## config.mk

```make
export PLATFORM = sky130hd
export DESIGN_NAME = lut_ln
export DESIGN_NICKNAME = d
export VERILOG_FILES = /design/src/rtl/lut_ln.sv
export SDC_FILE = /design/constraint.sdc
export NUM_CORES = 1
export LEC_CHECK = 0
export ABC_AREA = 1
export ABC_CLOCK_PERIOD_IN_PS = 8800
export BUFFER_PORTS_ARGS = -buffer_cell sky130_fd_sc_hd__buf_4
export CORE_MARGIN = 1
export CORE_UTILIZATION = 55
export DETAILED_ROUTE_END_ITERATION = 7
export MAX_ROUTING_LAYER = met4
export PLACE_DENSITY = 0.74
export SYNTH_ARGS = -nofsm -noshare
export SYNTH_HDL_FRONTEND = slang
export SYNTH_SLANG_ARGS = --single-unit
export TNS_END_PERCENT = 10
```

## constraint.sdc

```tcl
create_clock -name clock_i -period 8.8 [get_ports clock_i]
set_input_delay 0.44 -clock clock_i [delete_from_list [all_inputs] [get_ports clock_i]]
set_output_delay 0.44 -clock clock_i [all_outputs]
set_load 0.05 [all_outputs]
```

## src/rtl/lut_ln.sv

```systemverilog
// Iterative -ln(y) unit: resolves one 4.16 result bit per cycle by greedy
// multiplication with the e^-(2^(k-16)) constant table, valid/ready on both sides.
module lut_ln #(
  parameter int unsigned data_size = 32,
  parameter int unsigned frac_bits = 16,
  parameter int unsigned lut_depth = 20
) (
  input  logic                 clock_i,
  input  logic                 reset_n_i,
  input  logic [data_size-1:0] lut_ln_data_i,
  input  logic                 lut_ln_data_valid_i,
  output logic                 lut_ln_ready_o,
  output logic [data_size-1:0] lut_ln_data_o,
  output logic                 lut_ln_data_valid_o,
  input  logic                 lut_ln_ready_i
);

  localparam int unsigned KW = $clog2(lut_depth);
  localparam int unsigned PW = 2 * data_size;

  typedef enum logic [1:0] {IDLE, ITER, DONE} state_e;

  state_e               state_q, state_d;
  logic [data_size-1:0] p_q, p_d;
  logic [data_size-1:0] y_q, y_d;
  logic [KW-1:0]        k_q, k_d;
  logic [lut_depth-1:0] acc_q, acc_d;
  logic [data_size-1:0] data_q, data_d;
  logic                 valid_q, valid_d;
  logic                 ready_q, ready_d;
  logic [PW-1:0]        prod;
  logic [data_size-1:0] cand;

  // e^-(2^(k-16)) as a 16-bit fraction
  function automatic logic [frac_bits-1:0] lut_val(input logic [KW-1:0] k);
    case (k)
      KW'(19): lut_val = 16'h0015;
      KW'(18): lut_val = 16'h04B0;
      KW'(17): lut_val = 16'h22A5;
      KW'(16): lut_val = 16'h5E2D;
      KW'(15): lut_val = 16'h9B45;
      KW'(14): lut_val = 16'hC75F;
      KW'(13): lut_val = 16'hE1EB;
      KW'(12): lut_val = 16'hF07D;
      KW'(11): lut_val = 16'hF81F;
      KW'(10): lut_val = 16'hFC07;
      KW'(9):  lut_val = 16'hFE01;
      KW'(8):  lut_val = 16'hFF00;
      KW'(7):  lut_val = 16'hFF80;
      KW'(6):  lut_val = 16'hFFC0;
      KW'(5):  lut_val = 16'hFFE0;
      KW'(4):  lut_val = 16'hFFF0;
      KW'(3):  lut_val = 16'hFFF8;
      KW'(2):  lut_val = 16'hFFFC;
      KW'(1):  lut_val = 16'hFFFE;
      default: lut_val = 16'hFFFF;
    endcase
  endfunction

  // Candidate product uses the upper half of a full-width multiply, as in the exp stage
  always_comb begin
    prod = PW'(p_q) * PW'({lut_val(k_q), frac_bits'(0)});
    cand = data_size'(prod >> data_size);
  end

  always_comb begin
    state_d = state_q;
    p_d     = p_q;
    y_d     = y_q;
    k_d     = k_q;
    acc_d   = acc_q;
    data_d  = data_q;
    valid_d = valid_q;
    case (state_q)
      IDLE: begin
        if (lut_ln_data_valid_i) begin
          y_d = lut_ln_data_i;
          if (lut_ln_data_i == '0) begin
            acc_d   = '1;
            state_d = DONE;
          end else begin
            p_d     = '1;
            acc_d   = '0;
            k_d     = KW'(lut_depth - 1);
            state_d = ITER;
          end
        end
      end
      ITER: begin
        if (cand >= y_q) begin
          p_d        = cand;
          acc_d[k_q] = 1'b1;
        end else begin
          acc_d[k_q] = 1'b0;
        end
        if (k_q == '0) state_d = DONE;
        else           k_d     = k_q - 1'b1;
      end
      DONE: begin
        if (valid_q && lut_ln_ready_i) begin
          valid_d = 1'b0;
          state_d = IDLE;
        end else begin
          valid_d = 1'b1;
          data_d  = data_size'(acc_q);
        end
      end
      default: state_d = IDLE;
    endcase
    ready_d = (state_d == IDLE);
  end

  always_ff @(posedge clock_i or negedge reset_n_i) begin
    if (!reset_n_i) begin
      state_q <= IDLE;
      p_q     <= '0;
      y_q     <= '0;
      k_q     <= KW'(lut_depth - 1);
      acc_q   <= '0;
      data_q  <= '0;
      valid_q <= 1'b0;
      ready_q <= 1'b1;
    end else begin
      state_q <= state_d;
      p_q     <= p_d;
      y_q     <= y_d;
      k_q     <= k_d;
      acc_q   <= acc_d;
      data_q  <= data_d;
      valid_q <= valid_d;
      ready_q <= ready_d;
    end
  end

  assign lut_ln_ready_o      = ready_q;
  assign lut_ln_data_o       = data_q;
  assign lut_ln_data_valid_o = valid_q;

endmodule

```

==> metrics.yaml, run 1 <==
status:
  status: "finished clean"
clocking:
  cts.hold.buffers_added: 0
  clk_pin_slew_ns: 0.06
  cts_htree_levels: 4
  root_buffer: "clkbuf_16"
  cts_tree: "yes"
  cts.sinks: 113
  cts_made_buffers: 17
  clock_path_buffers: 2
  clk_latency_ns: 0.43
timing:
  skew_ns: 0.0149
  max_slew_margin_pct: 22.1
  worst_pin_slew_ns: 1.17
  max_freq_ghz: 0.116
  setup_violations: 0
  rsz0062_at_grt: "true"
  drv_slew: 0
  finalHoldViolations: 0
  post-route-period-util_pct: 97.9
  worst_slack_ns: 0.186
  fin_crit_ns: 8.61
min_path:
  hp-class: "primary input to asynchronous set/reset pin"
detailed_routing:
  post_drt_wl_per_cell_um: 20.0
  drtAntennaViolNets: 0
  dr.pass1.iters: 5
  routed_wl_mm: 70.7
  drt_iter0_markers: 1482
  vias_per_cell: 5.45
  drc_errors: 0
  num_vias: 19300
place:
  hpwl_mm: 57.3
  dp_slack_ns: -0.0397
  placedCellCount: 3499
  gp_congestion: 1.02
  io_buffers: 57
worst_setup_path:
  crit_slowest_cell: "dfstp_2"
  critPathMaxStageDelay_ns: 0.61
  crit_required_ns: 9.12
  end_kind: "flop"
  crit_fanout: 19
  cp-start-kind: "flop"
  critPathKind: "flop to flop"
  crit_top_cell: "nand2_1"
  cp.arrival_ns: 8.93
logic_synthesis:
  synth_edf_count: 0
  synth.top_cell.area_share_pct: 37.5
  synthArstFlopShare_pct: 100
  yosys.area.top_type: "fa_1"
  yosys_warnings: 0
  syn-cell-area_um2: 22300
  synth.distinct_cells: 50
  synthCells: 2833
  yosys_register_bits: 113
  avgSynthCellArea_um2: 7.86
  synth_common_cells: "inv_1 (682), nand2_1 (623), fa_1 (417)"
  seq_area_frac_synth_pct: 12.7
  ys_dominant_reg_cell: "dfrtp_1"
  ys_top_cells_by_area: "fa_1 (38%), dfrtp_1 (12%), inv_1 (12%)"
  synth.most_common_cell: "inv_1"
floorplan:
  core_area_um2: 39800
  dieArea_um2: 41300
  fp.dieW_um: 203
  ioPinCount: 70
  std_cell_rows: 73
  initial_core_util_pct: 55.9
  dieHeight_um: 203
global_routing:
  grt_pass1_wl_mm: 111
  grt_start_max_net_pins: 85
  grt_pass1_vias: 20200
  antenna_found_initial: 1
  track_usage_pct: 36.7
  grt_overflow: 0
finish:
  stdcell_count: 3539
  drive_gt1_share_pct: 13.7
  syn2layout_area_growth_pct: 15.0
  layout.nets: 3615
job:
  cap_violations: 0
==> routing by layer <==
layer / part of all wire [%] / global-route usage, %
met1: 40 / 48.1
met2: 48 / 58.2
met3: 8.1 / 5.58
met4: 4.2 / 13.5
met5: 0 / -
==> critical path, delay by kind of cell (launching register included) <==
kind,cells,cell delay (ns)
and+or+nand+nor,18,1.96
AOI/OAI and AO/OA,4,0.53
buffers and inverters,15,1.49
DFF,1,0.61
adders and majority gates,9,3.87
==> worst paths after layout <==
path / start / end / slack (ns) / cells after the start
worst min-delay path: reset_n_i / lut_ln_data_o[9] / 0.02 / 1
max in group asynchronous: reset_n_i / p_q[25] / 7.44 / 2
min in group clock_i: lut_ln_data_i[25] / y_q[25] / 0.23 / 3
worst max-delay path: k_q[1] / p_q[29] / 0.19 / 46
worst min register to register: lut_ln_data_o[9] / lut_ln_data_o[9] / 0.49 / 2
worst max register to register: k_q[1] / p_q[29] / 0.19 / 46
==> stage by stage <==
stage / setup TNS [ns] / hold slack, ns / utilization (%) / cell area (um2)
after detailed placement: -0.231 / 0.479 / 61.5 / 24500
final: 0 / 0.0220 / 64.3 / 25600
after floorplan: 0 / 0.144 / - / 22300
after global placement: -1.01 / 0.473 / 61.5 / 24500
after global routing: -1.85 / 0.0694 / 64.3 / 25600
after CTS: 0 / 0.0353 / 63.0 / 25100
==> kinds of logic after synthesis <==
kind of cell / after synthesis / synth area share (%)
AOI/OAI and AO/OA: 277 / 7.12
xor gates and xnor gates: 24 / 1.08
adders and majority gates: 579 / 46.6
buffers and inverters: 809 / 14.0
DFF: 113 / 12.7
other: 1 / 0.0168
and+or+nand+nor: 1030 / 18.4
==> timing repair <==
item	CTS	global route
endpoints found under the setup margin	11	52
buffers inserted	0	6
resized for setup	4	110
gates cloned	0	1
pin swaps	0	13
==> layout make-up <==
cell class / count / area (um2)
multi-input combinational: 1922 / 16800
fill: 3502 / 14200
sequential: 113 / 2830
inverter: 696 / 2620
timing repair buffer: 250 / 2110
tap: 525 / 657
clock buffer: 18 / 429
clock inverter: 14 / 156
antenna: 1 / 2.50
==> cell usage in the layout (no fill, tap or decap), drive strengths merged, types with 3 or more instances in the layout <==
cell | netlist | routed
clkbuf | 84 | 19
a21oi | 93 | 93
nand2 | 642 | 642
a22oi | 3 | 3
nand3 | 43 | 43
dfrtp | 109 | 109
a21o | 9 | 9
nor4 | 13 | 13
o311ai | 20 | 20
nor2 | 307 | 307
ha | 162 | 162
fa | 417 | 417
nor3 | 18 | 18
o22ai | 11 | 11
buf | 29 | 249
a211oi | 3 | 3
o211ai | 6 | 6
clkinvlp | 0 | 4
nand4 | 5 | 5
inv | 689 | 692
dfstp | 4 | 4
o21bai | 3 | 3
o21ai | 111 | 111
xor2 | 18 | 18
conb | 1 | 12
o21a | 8 | 8
a31oi | 3 | 3
xnor2 | 6 | 6
clkinv | 7 | 12
Power of run 1 is left out: the tool's default activity adds up to more than one toggle a clock period on the data nets, which glitch-free logic cannot reach.
==> inputs of run 2 (changes only) <==
Settings changed: ABC_CLOCK_PERIOD_IN_PS 8800 to 8500, CORE_UTILIZATION 55 to 39, PLACE_DENSITY 0.74 to 0.56.
Clock period 8.8 ns to 8.5 ns, I/O delays scaled along.
==> metrics.yaml, run 2 (synthesis gave the netlist of run 1 again) <==
status:
  status: "finished clean"
worst_setup_path:
  cp-start-kind: "flop"
  end_kind: "flop"
  critPathKind: "flop to flop"
  cp.arrival_ns: 8.67  # -0.26 ns
  crit_required_ns: 8.78  # -0.34 ns
  crit_fanout: 7  # -12
  critPathMaxStageDelay_ns: 0.61  # about the same
  crit_slowest_cell: "dfstp_2"
global_routing:
  grt_overflow: 0  # unchanged
  antenna_found_initial: 0  # -1
  grt_pass1_wl_mm: 120  # +8.2%
  track_usage_pct: 28.3  # -8.5 points
  grt_pass1_vias: 20700  # +2.3%
  grt_start_max_net_pins: 84  # -1.2%
finish:
  layout.nets: 3842  # +6.3%
  mostFrequentLayoutCells: "inv_1 (629), nand2_1 (553), buf_4 (408)"
  diodes: 0  # -1
  stdcell_count: 3996  # +13%
  postLayoutCoreUtil_pct: 52.3  # -12 points
  final_common_cell: "inv_1"
  drive_gt1_share_pct: 28.3  # +15 points
  syn2layout_area_growth_pct: 32.5
timing:
  setup_violations: 0  # unchanged
  worst_pin_slew_ns: 1.16  # -0.00430 ns
  rsz0062_at_grt: "true"
  max_slew_margin_pct: 22.4  # +0.29 points
  skew_ns: 0.0147  # -0.000169 ns
  drv_slew: 0  # unchanged
  post-route-period-util_pct: 98.7  # +0.86 points
  finalHoldViolations: 0  # unchanged
  fin_crit_ns: 8.39  # -0.221 ns
  tns_ns: 0  # unchanged
  max_freq_ghz: 0.119  # +2.6%
floorplan:
  fp.dieW_um: 241  # +19%
  dieArea_um2: 58000  # +41%
  std_cell_rows: 87  # +19%
  ioPinCount: 70  # unchanged
  dieHeight_um: 241  # +19%
  initial_core_util_pct: 39.5  # -16 points
  core_area_um2: 56400  # +42%
place:
  placedCellCount: 3891  # +11%
  hpwl_mm: 63.8  # +11%
  io_buffers: 57  # unchanged
  gp_congestion: 1.02  # about the same
clocking:
  root_buffer: "clkbuf_16"
  cts_made_buffers: 17  # unchanged
  cts_htree_levels: 4  # unchanged
  clk_latency_ns: 0.42  # about the same
  cts.sinks: 113  # unchanged
  cts_tree: "yes"
  clk_pin_slew_ns: 0.07  # about the same
  clock_path_buffers: 2  # unchanged
min_path:
  hp-class: "primary input to asynchronous set/reset pin"
detailed_routing:
  num_vias: 20000  # +3.4%
  vias_per_cell: 5.00  # -8.4%
  drc_errors: 0  # unchanged
  post_drt_wl_per_cell_um: 19.9  # -0.60%
  drt_iter0_markers: 1443  # -2.6%
  dr.pass1.iters: 5  # unchanged
  routed_wl_mm: 79.4  # +12%
  drtAntennaViolNets: 0  # unchanged
job:
  cap_violations: 0  # unchanged
-- run 2: changes by cell type in the layout (fill, tap and decap cells not counted), moves of 22 or more --
| cell | change |
|---|---|
| buf_4 | +177 |
| nand2_1 | -59 |
| inv_1 | -46 |
| nor2_1 | -42 |
| nand2_2 | +41 |
| inv_2 | +37 |
| ha_4 | +32 |
| ha_1 | -29 |
| fa_1 | -25 |
| fa_2 | +25 |
| nor2_4 | +22 |
-- run 2: metal layers --
layer | vias up | global-route usage, % | part of all wire [%]
met2 | 647 | 45.0 | 48
li1 | 9136 | - | -
met1 | 10100 | 38.4 | 43
met3 | 108 | 2.64 | 5.9
met4 | 0 | 8.19 | 3.2
met5 | - | - | 0
-- run 2: path summary, 6_finish.rpt --
check,start,end,slack [ns],cells after the start
setup / recovery,k_q[1],p_q[13],0.11,43
hold / removal,reset_n_i,lut_ln_data_o[11],0.02,1
setup reg to reg,k_q[1],p_q[13],0.11,43
hold reg to reg,lut_ln_data_o[0],lut_ln_data_o[0],0.49,2
max in group asynchronous,reset_n_i,p_q[7],7.10,2
min in group clock_i,lut_ln_data_i[26],y_q[26],0.22,3
-- run 2: per-stage QoR --
stage                     setup slack [ns]  hold slack (ns)  cell area, um2
after floorplan                      0.477            0.129           22300
after global placement              -0.681            0.477           26100
after detailed placement            -0.670            0.475           26100
after CTS                         0.000725           0.0475           27300
after global routing                -0.183           0.0838           29500
final                                0.107           0.0219           29500
-- run 2: timing repair --
| action | in CTS | in global routing |
|---|---|---|
| hold buffers | 0 | 0 |
| pin swaps | 46 | 163 |
| endpoints found under the setup margin | 52 | 52 |
| setup buffers | 21 | 40 |
| gates cloned | 2 | 12 |
| resized for setup | 140 | 387 |
-- run 2: final cells by class --
cell class                      count  area [um2]
Clock buffer                       17         425
Tap cell                          756         946
Sequential cell                   113        2840
Inverter                          696        2670
Clock inverter                     15         159
Multi-Input combinational cell   1922       18200
Timing Repair Buffer              476        4260
Timing Repair inverter              1        7.51
Fill cell                        5386       26900
-- run 2: critical path: cells and delay by family (launching register included) --
| family | cells | cell delay (ns) |
|---|---|---|
| adders and majority gates | 9 | 3.94 |
| and+or+nand+nor | 14 | 1.43 |
| buffers and inverters | 12 | 1.03 |
| AOI/OAI and AO/OA | 7 | 1.01 |
| DFF | 1 | 0.61 |
| xor gates and xnor gates | 1 | 0.22 |
Power of run 2 is left out for the same reason.
